**src/rtl/quadratic_solver.sv**
```systemverilog
// Finds the smallest x in 0..255 with a*x^2 + b*x + c == y (mod 2^16), using forward differences.
// Define QUADRATIC_SOLVER_COUNT_EN to sweep the whole range and count roots on num_raizes.
module quadratic_solver (
    input  logic        clock,
    input  logic        reset,
    input  logic [15:0] a,
    input  logic [15:0] b,
    input  logic [15:0] c,
    input  logic [15:0] y,
    input  logic        inicio,
    output logic        pronto,
    output logic        encontrado,
    output logic [7:0]  x
`ifdef QUADRATIC_SOLVER_COUNT_EN
   ,output logic [8:0]  num_raizes
`endif
);

    typedef enum logic [1:0] {IDLE, BUSY, DONE} state_t;

    state_t      state, state_next;
    logic [15:0] a_q, y_q, f, d;
    logic [7:0]  idx, x_q;
    logic        found_q;
    logic        match, last;
`ifdef QUADRATIC_SOLVER_COUNT_EN
    logic [8:0]  cnt_q;
`endif

    assign match = (f == y_q);
    assign last  = (idx == 8'hFF);

    always_ff @(posedge clock or negedge reset) begin
        if (!reset) state <= IDLE;
        else        state <= state_next;
    end

    always_comb begin
        state_next = state;
        case (state)
            IDLE: if (inicio) state_next = BUSY;
`ifdef QUADRATIC_SOLVER_COUNT_EN
            BUSY: if (last) state_next = DONE;
`else
            BUSY: if (match || last) state_next = DONE;
`endif
            DONE: if (!inicio) state_next = IDLE;
            default: state_next = IDLE;
        endcase
    end

    // f tracks f(idx); d tracks f(idx+1)-f(idx), which grows by 2a per step
    always_ff @(posedge clock or negedge reset) begin
        if (!reset) begin
            a_q     <= '0;
            y_q     <= '0;
            f       <= '0;
            d       <= '0;
            idx     <= '0;
            x_q     <= '0;
            found_q <= 1'b0;
`ifdef QUADRATIC_SOLVER_COUNT_EN
            cnt_q   <= '0;
`endif
        end else begin
            case (state)
                IDLE: begin
                    if (inicio) begin
                        a_q   <= a;
                        y_q   <= y;
                        f     <= c;
                        d     <= a + b;
                        idx   <= '0;
`ifdef QUADRATIC_SOLVER_COUNT_EN
                        cnt_q <= '0;
`endif
                    end
                end
                BUSY: begin
                    f   <= f + d;
                    d   <= d + (a_q << 1);
                    idx <= idx + 8'd1;
`ifdef QUADRATIC_SOLVER_COUNT_EN
                    if (match) begin
                        cnt_q <= cnt_q + 9'd1;
                        if (cnt_q == '0) x_q <= idx;
                    end
                    if (last) begin
                        found_q <= (cnt_q != '0) || match;
                        if ((cnt_q == '0) && !match) x_q <= '1;
                    end
`else
                    if (match) begin
                        x_q     <= idx;
                        found_q <= 1'b1;
                    end else if (last) begin
                        x_q     <= '1;
                        found_q <= 1'b0;
                    end
`endif
                end
                default: ;
            endcase
        end
    end

    assign pronto     = (state == DONE);
    assign encontrado = found_q;
    assign x          = x_q;
`ifdef QUADRATIC_SOLVER_COUNT_EN
    assign num_raizes = cnt_q;
`endif

endmodule

```
**config.mk**
```make
export PLATFORM = sky130hd
export DESIGN_NAME = quadratic_solver
export DESIGN_NICKNAME = d
export VERILOG_FILES = /design/src/rtl/quadratic_solver.sv
export SDC_FILE = /design/constraint.sdc
export NUM_CORES = 1
export LEC_CHECK = 0
export CAP_MARGIN = 10
export CORE_ASPECT_RATIO = 0.8
export CORE_MARGIN = 4
export CORE_UTILIZATION = 60
export CTS_CLUSTER_DIAMETER = 150
export CTS_CLUSTER_SIZE = 28
export DETAILED_ROUTE_END_ITERATION = 16
export GPL_ROUTABILITY_DRIVEN = 1
export PLACE_DENSITY = 0.84
export SLEW_MARGIN = 10
export SYNTH_ARGS = -nofsm -noshare
export SYNTH_HDL_FRONTEND = slang
export SYNTH_SLANG_ARGS = --single-unit
```
**constraint.sdc**
```tcl
create_clock -name clock -period 3.7 [get_ports clock]
set_input_delay 0.74 -clock clock [delete_from_list [all_inputs] [get_ports clock]]
set_output_delay 0.74 -clock clock [all_outputs]
set_load 0.01 [all_outputs]
```
==> results.md <==
- Synth warnings: 0
- Critical path capture point type: flip-flop
- Root Driver: clkbuf_16
- # DRC: 0
- Met1 Wirelength: 6.64 mm
- Global placer's final weighted congestion: 0.936
- CP required: 3.89 ns
- Most used cell, CP: a211oi_2
- Pre-Repair DR Iteration Count: 5
- Max cap viols: 0
- DIE WIDTH: 117 µm
- Max FO, Critical Path: 3
- Worst Setup Path Type: in -> reg
- Crit path max-delay family: compound AO/OA/AOI/OAI gates
- TritonCTS Buffers: 9
- Worst Skew: 0.00989 ns
- Worst EP arrival: 3.30 ns
- N_diodes: 0
- Sequential-to-total area share from yosys stat: 35.8%
- Number of global-route vias before repair: 5200
- Area of the core: 9190 µm²
- Asr flop ratio synth: 100%
- Seq cells post-synth: 82
- Worst hold slack: 0.487 ns
- Fin. Hold Viols: 0
- Most common flop cell mapped by yosys: dfrtp_1
- Post-Synth XOR/XNOR Area: 7.48%
- Final antenna-violating net count: 0
- Layout cells sized above 1: 8.56%
- Simple-gate share of the synthesized area: 19.5%
- Commonest non-fill, non-tap cell in the layout: nand2_1
- Final period utilization: 84.3%
- Post-synth cell types: 76
- Slew @ Worst Pin: 1.03 ns
- Post-Syn Instances: 636
- Tot Pwr: 6.73 mW
- Hold-fix buffers, CTS: 0
- DIE AREA: 11200 µm²
- Number of core rows: 31
- LEAKAGE: 3.03 nW
- Clock Pin Slew Worst Setup and Hold Paths: 0.06 ns
- Max Used Layer: met4
- 1st-iter DRT viols: 533
- DPL Wire Length: 10.8 mm
- Most frequent cells in the layout: 139 x nand2_1, 82 x dfrtp_1, 75 x clkdlybuf4s50_1
- Synth Area in Compound Gates: 22.6%
- Routed len/inst: 18.4 µm
- Largest net degree at the start of global routing: 83
- Max Clk Rate: 321 MHz
- Synthesized area: 5740 µm²
- Die H: 95.5 µm
- Slowest CP cell: fa_1
- First-pass GRT wire length: 25.1 mm
- Worst-path cell chain: clkdlybuf4s50_1, ha_1, fa_1, a211oi_2, o21bai_1, a211oi_2, nand2b_1, a21oi_1, mux2i_1, a211oi_2
- Setup Viol. Count Final: 0
- Crit path buffers/inverters: 1
- Final core utilization: 75.6%
- Crit-path max cell delay: 0.44 ns
- Metal3 WL: 925 µm
- Worst hold path class: reg -> reg
- Post-CTS resize count: 0
- Maximum vdd drop: 0.000509 V
- Vias per Instance: 6.16
- Port bufs: 76
- Largest family of logic cells by synthesized area: compound AO/OA/AOI/OAI gates
- Total grt overflow: 0
- # nets final: 823
- Initial Utilization: 62.4%
- Cell area after layout: 6950 µm²
- Clk_lat worst skew: 0.35 ns
- Setup TNS: 0 ns
- Met2 WL: 7.22 mm
- Max Slew Vio Count: 0
- I/O pin count: 77
- Initial antenna violation count: 0
- GRT Util Overall: 28.1%
- Adder-cell share of the synthesized area: 10.9%
- Slew headroom: 31.2%
- Power Dens Cells: 967 nW/µm²
- Setup bufs post-CTS: 0
- Placed standard-cell area: 6580 µm²
- Critical Path Start Type: primary input
- Mux contribution to synthesized area: 0.894%
- EDFF count, synth: 0
- CTS tree: yes
- Clock period minus worst slack: 3.12 ns
- Via count: 5102
- WL final: 15.2 mm
- Status: complete, no violations
- RSZ-0062 raised after global routing: no
- Syn Nets: 751
- Clock Tree Buf Depth: 2
- Mean Syn Cell Area: 9.02 µm²
- CTS sink count: 82
- Area Overhead vs Synth: 21.2%
- Htree depth: 3
## cells by family after synthesis
family,after synthesis
and+or+nand+nor,248
AOI/OAI and AO/OA,169
DFF,82
xor gates and xnor gates,49
adders and majority gates,48
buffers and inverters,35
muxes,5
## cells in the mapped netlist (3+ instances only)
library cell | number | area [µm²]
mux2i_1 | 4 | 40.0
nor3b_1 | 7 | 52.6
nand4_1 | 10 | 62.6
a21oi_2 | 5 | 43.8
ha_1 | 45 | 563
nand3_1 | 14 | 70.1
o21a_1 | 4 | 30.0
or2_2 | 3 | 18.8
fa_1 | 3 | 60.1
a21o_1 | 10 | 75.1
a21oi_1 | 39 | 195
nor2b_1 | 4 | 25.0
a31oi_1 | 8 | 50.1
a22oi_1 | 7 | 52.6
nor2_1 | 32 | 120
inv_1 | 14 | 52.6
nand2_1 | 139 | 522
o21bai_1 | 3 | 22.5
o22a_1 | 12 | 105
o21ai_1 | 3 | 15.0
a2111oi_2 | 3 | 45.0
o22ai_1 | 4 | 25.0
dfrtp_1 | 82 | 2050
o21ai_0 | 29 | 145
clkbuf_1 | 11 | 41.3
xor2_1 | 10 | 87.6
a211oi_1 | 4 | 30.0
and3_1 | 6 | 37.5
xnor2_1 | 39 | 342
nand2b_1 | 7 | 43.8
a211oi_2 | 5 | 62.6
or3_1 | 6 | 37.5
nor3_1 | 9 | 45.0
buf_2 | 5 | 25.0
## cell type report
cell class / count / area (µm²)
inverter: 14 / 52.6
multi-input combinational: 519 / 3520
clock buffer: 10 / 239
fill: 663 / 2240
sequential: 82 / 2050
tap: 115 / 144
clock inverter: 6 / 138
timing repair buffer: 82 / 803
## sequential cells by signal (all words and copies together), names as in the netlist
register	flops
f	16
idx	8
d	16
state	2
x	8
encontrado	1
y_q	16
a_q	15
## metrics by stage
stage / std cells / worst slack, ns
6_report: 828 / 0.581
5_1_grt: 828 / 0.460
4_1_cts: 828 / 0.628
3_5_place_dp: 812 / 0.293
3_3_place_gp: 812 / 0.378
2_1_floorplan: 636 / 1.04
## report_power, final
part           switching, mW  internal [mW]
clock network          0.373          0.748
logic                   2.09           1.77
registers              0.432           1.32
total                   2.89           3.83
## metal layers
layer  track usage (%)  vias up
li1                  -     2428
met1              34.5     2439
met2              49.9      190
met3              5.22       45
met4              10.8        0
met5                 0        -
## path summary, 6_finish.rpt
check / start / to / slack, ns / depth (start not counted)
worst min-delay path: x[6]$_DFFE_PN0P_ / x[6]$_DFFE_PN0P_ / 0.49 / 1
max in group asynchronous: reset / a_q[13]$_DFFE_PN0P_ / 2.47 / 1
worst max register to register: f[0]$_DFFE_PN0P_ / f[14]$_DFFE_PN0P_ / 1.07 / 9
worst max-delay path: a[0] / d[12]$_DFFE_PN0P_ / 0.58 / 10
min in group asynchronous: reset / y_q[6]$_DFFE_PN0P_ / 0.56 / 1
worst min register to register: x[6]$_DFFE_PN0P_ / x[6]$_DFFE_PN0P_ / 0.49 / 1
No activity file was read; power rests on OpenSTA's default activity.
